File: src/rtl/bs_pkg.sv
// rtl/bs_pkg.sv - opcode and state types shared by the bit-serial sequencer.
package bs_pkg;

  typedef enum logic [2:0] {
    OP_NOP_WAIT = 3'b000,
    OP_NOP      = 3'b001,
    OP_MUL_YD   = 3'b010,
    OP_MUL_XND  = 3'b011,
    OP_ADD0     = 3'b100,
    OP_ADD1     = 3'b101,
    OP_WAIT_REL = 3'b110,
    OP_LOAD_X   = 3'b111
  } opcode_e;

  typedef enum logic [2:0] {
    DISPATCH,
    READ,
    SHIFT,
    MULT,
    ADD,
    LOAD
  } ctrl_state_e;

  function automatic logic is_mul(opcode_e op);
    return (op == OP_MUL_YD) || (op == OP_MUL_XND);
  endfunction

endpackage

File: src/rtl/bs_bit_counter.sv
// rtl/bs_bit_counter.sv - bit counter that wraps to zero at a run-time terminal value.
module bs_bit_counter #(
  parameter int W = 3
) (
  input  logic         i_clk,
  input  logic         i_rst_n,
  input  logic         i_clr,
  input  logic         i_en,
  input  logic [W-1:0] i_term,
  output logic [W-1:0] o_count,
  output logic         o_wrap
);

  logic [W-1:0] count_q, count_d;

  assign o_count = count_q;
  assign o_wrap  = (count_q == i_term);

  always_comb begin
    count_d = count_q;
    if (i_clr)
      count_d = '0;
    else if (i_en)
      count_d = o_wrap ? '0 : count_q + W'(1);
  end

  always_ff @(posedge i_clk or negedge i_rst_n) begin
    if (!i_rst_n)
      count_q <= '0;
    else
      count_q <= count_d;
  end

endmodule

File: src/rtl/bs_seq_ctrl.sv
// rtl/bs_seq_ctrl.sv - instruction dispatch FSM and per-bit strobe decode for the bit-serial datapath.
module bs_seq_ctrl
  import bs_pkg::*;
#(
  parameter int DATA_W      = 8,
  parameter int ACC_PRE     = 3,
  parameter int GPR_PRE_YD  = 2,
  parameter int GPR_PRE_XND = 1
) (
  input  logic                      i_clk,
  input  logic                      i_rst_n,
  input  logic                      i_en,
  input  logic [2:0]                i_instr,
  input  logic                      i_start,
  output logic [$clog2(DATA_W)-1:0] o_con_bitsel,
  output logic                      o_con_mux,
  output logic                      o_con_muxalu,
  output logic                      o_con_gpr_shift,
  output logic                      o_con_gpr_write,
  output logic                      o_con_acc_shift,
  output logic                      o_con_acc_write,
  output logic                      o_con_pcincr,
  output logic                      o_busy
);

  localparam int CNT_W = $clog2(DATA_W);
  localparam logic [CNT_W-1:0] DATA_LAST = CNT_W'(DATA_W - 1);
  localparam logic [CNT_W-1:0] ACC_LAST  = CNT_W'(ACC_PRE);
  localparam logic [CNT_W-1:0] GPR_YD_N  = CNT_W'(GPR_PRE_YD);
  localparam logic [CNT_W-1:0] GPR_XND_N = CNT_W'(GPR_PRE_XND);

  ctrl_state_e      state_q;
  opcode_e          op_q;
  opcode_e          instr;
  logic [CNT_W-1:0] count;
  logic [CNT_W-1:0] gpr_pre;
  logic             cnt_wrap;
  logic             active;

  assign instr   = opcode_e'(i_instr);
  assign active  = i_en && i_rst_n;
  assign gpr_pre = (op_q == OP_MUL_XND) ? GPR_XND_N : GPR_YD_N;

  // SHIFT is the only phase that terminates on the pre-shift length rather than the word width.
  bs_bit_counter #(.W(CNT_W)) u_cnt (
    .i_clk   (i_clk),
    .i_rst_n (i_rst_n),
    .i_clr   (state_q == DISPATCH),
    .i_en    (i_en && (state_q != DISPATCH)),
    .i_term  ((state_q == SHIFT) ? ACC_LAST : DATA_LAST),
    .o_count (count),
    .o_wrap  (cnt_wrap)
  );

  always_ff @(posedge i_clk or negedge i_rst_n) begin
    if (!i_rst_n) begin
      state_q <= DISPATCH;
      op_q    <= OP_NOP;
    end else if (i_en) begin
      case (state_q)
        DISPATCH: begin
          if (is_mul(instr)) begin
            op_q    <= instr;
            state_q <= READ;
          end else if ((instr == OP_ADD0) || (instr == OP_ADD1)) begin
            op_q    <= instr;
            state_q <= ADD;
          end else if (instr == OP_LOAD_X) begin
            op_q    <= instr;
            state_q <= LOAD;
          end
        end
        READ:            if (cnt_wrap) state_q <= SHIFT;
        SHIFT:           if (cnt_wrap) state_q <= MULT;
        MULT, ADD, LOAD: if (cnt_wrap) state_q <= DISPATCH;
        default:         state_q <= DISPATCH;
      endcase
    end
  end

  assign o_con_bitsel = count;
  assign o_busy       = (state_q != DISPATCH);

  always_comb begin
    o_con_mux       = 1'b0;
    o_con_muxalu    = 1'b0;
    o_con_gpr_shift = 1'b0;
    o_con_gpr_write = 1'b0;
    o_con_acc_shift = 1'b0;
    o_con_acc_write = 1'b0;
    o_con_pcincr    = 1'b0;
    if (active) begin
      case (state_q)
        DISPATCH: begin
          case (instr)
            OP_NOP_WAIT: o_con_pcincr = i_start;
            OP_NOP:      o_con_pcincr = 1'b1;
            OP_WAIT_REL: o_con_pcincr = !i_start;
            default:     o_con_pcincr = 1'b0;
          endcase
        end
        READ: begin
          o_con_muxalu    = 1'b1;
          o_con_gpr_shift = 1'b1;
          o_con_gpr_write = 1'b1;
          o_con_acc_shift = 1'b1;
          o_con_acc_write = 1'b1;
        end
        SHIFT: begin
          o_con_acc_shift = (count < ACC_LAST);
          o_con_gpr_shift = (count < gpr_pre);
        end
        MULT, ADD: begin
          o_con_gpr_shift = 1'b1;
          o_con_gpr_write = 1'b1;
          o_con_acc_shift = 1'b1;
          o_con_acc_write = (state_q == MULT) && (op_q == OP_MUL_XND);
          o_con_pcincr    = cnt_wrap;
        end
        LOAD: begin
          o_con_mux       = 1'b1;
          o_con_gpr_shift = 1'b1;
          o_con_gpr_write = 1'b1;
          o_con_pcincr    = cnt_wrap;
        end
        default: o_con_pcincr = 1'b0;
      endcase
    end
  end

endmodule

File: config.mk
export PLATFORM = sky130hd
export DESIGN_NAME = bs_seq_ctrl
export DESIGN_NICKNAME = d
export VERILOG_FILES = /design/src/rtl/bs_pkg.sv /design/src/rtl/bs_bit_counter.sv /design/src/rtl/bs_seq_ctrl.sv
export SDC_FILE = /design/constraint.sdc
export NUM_CORES = 1
export LEC_CHECK = 0
export ABC_AREA = 1
export BUFFER_PORTS_ARGS = -buffer_cell sky130_fd_sc_hd__buf_2
export CAP_MARGIN = 20
export CORE_UTILIZATION = 50
export CTS_CLUSTER_DIAMETER = 150
export CTS_CLUSTER_SIZE = 24
export DETAILED_ROUTE_END_ITERATION = 10
export GPL_ROUTABILITY_DRIVEN = 0
export PLACE_DENSITY = 0.84
export SYNTH_ARGS = -nofsm -noshare
export SYNTH_HDL_FRONTEND = slang
export SYNTH_HIERARCHICAL = 1
export SYNTH_SLANG_ARGS = --single-unit
File: constraint.sdc
create_clock -name i_clk -period 5 [get_ports i_clk]
set_clock_uncertainty 0.2 [all_clocks]
set_input_delay 0.75 -clock i_clk [delete_from_list [all_inputs] [get_ports i_clk]]
set_output_delay 0.75 -clock i_clk [all_outputs]
set_load 0.01 [all_outputs]
=== After elaboration in Yosys (flattened, before gate mapping) ===
Cells that the tools add are included.
Widths: inputs -> output; s select.

* $add $sub $neg: 1
* $lt $le $gt $ge: 2
* Eq/ne operators: 18
* Multiplexer cells: 30
* Reductions and logical operators: 17

{| class="wikitable"
|+ Operators by type and width
! cell !! number
|-
| $mux 3 || 13
|-
| $eq 3x3->1 const B || 6
|-
| $eq 3x2->1 const B || 5
|-
| $pmux 3 s4 || 1
|-
| $mux 1 || 10
|-
| $pmux 1 s2 || 4
|-
| $eq 3x1->1 const B || 2
|-
| $logic_not 3->1 || 2
|-
| $ne 2x1->1 const B || 3
|-
| $reduce_bool 3->1 || 2
|-
| $reduce_or 3->1 || 2
|-
| $reduce_and 5->1 || 1
|-
| $ne 4x4->1 const B || 1
|-
| $reduce_or 4->1 || 1
|-
| $add 3x1->3 const B || 1
|-
| $eq 3x3->1 || 1
|-
| $logic_and 1x1->1 || 3
|-
| $lt 3x2->1 || 1
|-
| $lt 3x2->1 const B || 1
|-
| $pmux 1 s3 || 1
|-
| $reduce_and 3->1 || 1
|-
| $logic_or 1x1->1 || 2
|-
| $mux 2 || 1
|-
| $reduce_bool 2->1 || 1
|-
| 2 further kinds || 2
|}

* Bits of input ports: 7
* Output and inout bits: 11
* Register bits: 9

=== Depth between registers and ports, before layout ===
* Depth after elaboration: 6
* Depth in mapped cells: 12

=== By module ===
Netlist, hierarchy kept.

{| class="wikitable"
|+ Modules (own cells, without submodules)
! module !! cells each !! instances !! sequential area each (um^2) !! area each (um^2)
|-
| bs_seq_ctrl || 78 || 1 || 151.4 || 503.0
|-
| bs_bit_counter || 29 || 1 || 75.1 || 203.9
|}

=== Worst setup path before layout ===
No wires, ideal clock.

* Path kind: register to output
* From: reg state_q[2]
* To: out o_con_pcincr
* Slack: 2.595 ns
* Arrival: 1.455 ns
* Cell stages (with the launch flop): 12
* Buffers on the path: 0
* Data required time: 4.050 ns
* Path through: dfrtp_1 -> nor2_4 -> nand2_1 -> inv_1 -> nand2_1 -> nand2_1 -> nand3_2 -> inv_1 -> inv_1 -> nor3_1 -> nor2_1 -> nor2_1

* Word-level cells in the longest chain between the ends: 5

{| class="wikitable"
|+ RTL lines
! element !! RTL line !! text
|-
| start, declared || bs_seq_ctrl.sv:32 || <nowiki>ctrl_state_e state_q;</nowiki>
|-
| start signal, assigned || bs_seq_ctrl.sv:57 || <nowiki>state_q <= DISPATCH;</nowiki>
|-
| start signal, assigned || bs_seq_ctrl.sv:64 || <nowiki>state_q <= READ;</nowiki>
|-
| start signal, assigned || bs_seq_ctrl.sv:67 || <nowiki>state_q <= ADD;</nowiki>
|-
| $eq 3x2->1 || bs_seq_ctrl.sv:50 || <nowiki>.i_term ((state_q == SHIFT) ? ACC_LAST : DATA_LAST),</nowiki>
|-
| $mux 3 || bs_seq_ctrl.sv:50 ||
|-
| $eq 3x3->1 || bs_bit_counter.sv:17 || <nowiki>assign o_wrap = (count_q == i_term);</nowiki>
|-
| via cnt_wrap || bs_seq_ctrl.sv:37 || <nowiki>logic cnt_wrap;</nowiki>
|-
| $pmux 1 s2 || bs_seq_ctrl.sv:93 || <nowiki>case (state_q)</nowiki>
|-
| $mux 1 || bs_seq_ctrl.sv:92 || <nowiki>if (active) begin</nowiki>
|-
| end, declared || bs_seq_ctrl.sv:22 || <nowiki>output logic o_con_pcincr,</nowiki>
|}

The timed path passes the listed nets, and every way through them passes these cells.

=== Worst setup path after layout ===
Ends and elaborated chain as after synthesis.

==> out/results.ini <==
[outcome]
status = complete, no violations

[route]
wl_per_cell_um = 10.2
routed_wl_um = 1470
route.detailed.drc = 0
vias = 719
ant_nets = 0
first_pass_iters = 4
drt_iter0_markers = 15
via_per_inst = 4.99

[setup_path]
cp.arrival_ns = 1.95
rrSetupSlack_ns = 3.17
endpoint_kind = output pin
cp_max_fo = 5
cp.required_ns = 4.05
cp-start-kind = register
worstSetupPathType = reg -> out
r2r_cells = 12

[floorplan]
num_rows = 13
die_h_um = 39.6
die_x_um = 39.6
fp.coreArea_mm2 = 0.00130
num_io_pins = 18
fp.dieArea_mm2 = 0.00157
start_util_pct = 54.3

[power_and_ir_drop]
p_int_mw = 0.217
clockPowerShare_pct = 13.4
p_per_area_mw_per_mm2 = 500
p_switching_mw = 0.203
switching_share_pct = 48.3
seq_power_share_pct = 34.1
ir_drop_mv = 0.271
combPwrFrac_pct = 52.5
leakagePower_nw = 0.502

[final_layout]
drive_gt1_share_pct = 24.0
final_cell_count_no_fill = 144
antenna-diode-count = 0
area_growth_syn_to_layout_pct = 18.8
final_common_cell = nand2_1
most-common-layout-cells = 30 x nand2_1, 19 x inv_1, 17 x buf_2
layout.nets = 139

[synth]
syn_area_um2 = 707
synth_mux_area_share_pct = 0
yosysWarnings = 6
syn_inst = 107
synth_ff_type = dfrtp_1
synth_top_family_by_area = simple AND/OR/NAND/NOR gates
async_flop_share_pct = 100
synth-edff-count = 0
synth.avg_cell_area_um2 = 6.61
yosys.area_share.simple_pct = 39.5
ys_seq_area_share_pct = 32.0
synth_cell_types = 26
synth_seq_cells = 9
synth_compound_area_share_pct = 11.9
synthAdderAreaFrac_pct = 3.54
synth-xor-area-share_pct = 1.24

[placed_design]
port_buffers = 17
dp_hpwl_um = 1220
post-place-cells = 140

[clock_network]
post_cts_buffers = 0
htree_num_levels = 1
tritoncts = done
max-clock-path-buffers = 2
cts_hold_repair.buffers = 0
clkTransAtPathRegs_ns = 0.06
cts.sink_count = 9
cts_resized = 0
numCtsBuffers = 3
clock-root-buffer = clkbuf_4
insertion_delay_ns = 0.26

[timing]
drv_slew = 0
finalSetupViolations = 0
period_needed_ns = 2.90
rsz0062_at_grt = false
finalHoldViolations = 0
period_share_pct = 57.9
finalSetupTns_ns = 0
clock.fmax_ghz = 0.345

[min_path]
worstHoldPathType = in -> async

[global_route]
grt-ovfl-total = 0
grt_util_all_layers_pct = 22.0
grt_antenna_before_repair = 0
grt_pass1_wl_um = 2240
first_global_vias = 595
grt_max_degree = 11

[flow_run]
maxCapViolCount = 0

layout make-up:
class                           count  area, um2
Clock buffer                        4       26.3
Tap cell                           15       18.8
Inverter                           20       75.1
Timing Repair Buffer               17       85.1
Sequential cell                     9        226
Multi-Input combinational cell     79        408
Fill cell                         118        462
worst max-delay path, cell delays in order, from the launching register on:
cell     delay [ns]
dfrtp_1        0.44
nor2_4         0.19
nand2_1        0.15
inv_1          0.08
nand2_1        0.04
nand2_1        0.06
nand3_2        0.11
inv_1          0.07
inv_1          0.05
nor3_1         0.19
nor2_1         0.08
nor2_1         0.08
buf_2          0.13
cell usage after synthesis (2+ instances only):
library cell | instances | area (um2)
a21oi_1 | 5 | 25.0
dfrtp_1 | 8 | 200
ha_1 | 2 | 25.0
inv_1 | 19 | 71.3
nand2_1 | 30 | 113
nand2_2 | 3 | 18.8
nand3_1 | 8 | 40.0
nor2_1 | 6 | 22.5
o21ai_0 | 8 | 40.0
o21ai_1 | 2 | 10.0
path summary, 6_finish.rpt:
| path | to | startpoint |
|---|---|---|
| hold reg to reg | op_q[0] | op_q[0] |
| setup / recovery | o_con_pcincr | state_q[2] |
| hold / removal | state_q[2] | i_rst_n |
| setup reg to reg | state_q[2] | state_q[2] |
| max in group asynchronous | op_q[0] | i_rst_n |
| min in group i_clk | op_q[0] | op_q[0] |
sequential cells by signal, indices dropped and copies added, names as in the netlist:
register       flops
u_cnt/o_count      3
state_q            3
op_q               3
power by group through the flow:
| stage | registers (mW) | logic, mW | clock network [mW] |
|---|---|---|---|
| after floorplan | 0.136 | 0.168 | 0 |
| after global placement | 0.143 | 0.212 | 0 |
| after detailed placement | 0.145 | 0.220 | 0 |
| after CTS | 0.143 | 0.220 | 0.0579 |
| after global routing | 0.147 | 0.252 | 0.0635 |
| final | 0.143 | 0.221 | 0.0562 |
through the flow:
step / util (%) / power, mW / hold slack (ns) / cell area (um2) / worst slack [ns]
3_5_place_dp: 62.5 / 0.364 / 0.269 / 813 / 2.30
2_1_floorplan: - / 0.305 / 0.253 / 714 / 2.59
3_3_place_gp: 62.5 / 0.356 / 0.270 / 813 / 2.34
6_report: 64.5 / 0.420 / 0.134 / 840 / 2.10
5_1_grt: 64.5 / 0.462 / 0.143 / 840 / 1.88
4_1_cts: 64.5 / 0.421 / 0.145 / 840 / 2.10
cells by family (layout without fill, tap and decap cells):
family / count (synthesis) / in the layout
AO/OA/AOI/OAI: 16 / 16
XOR/XNOR: 1 / 1
adder cells (fa/ha/maj): 2 / 2
buffers and inverters: 21 / 41
flip-flops: 9 / 9
other: 1 / 3
AND/OR/NAND/NOR: 57 / 57
metal layers:
metal / global-route usage (%) / wire length (um) / vias up
li1: - / - / 377
met1: 25.6 / 670 / 316
met2: 36.1 / 699 / 21
met3: 3.41 / 65 / 5
met4: 15.5 / 31 / 0
met5: 0 / 0 / -
Power figures use the tool's default switching activity.
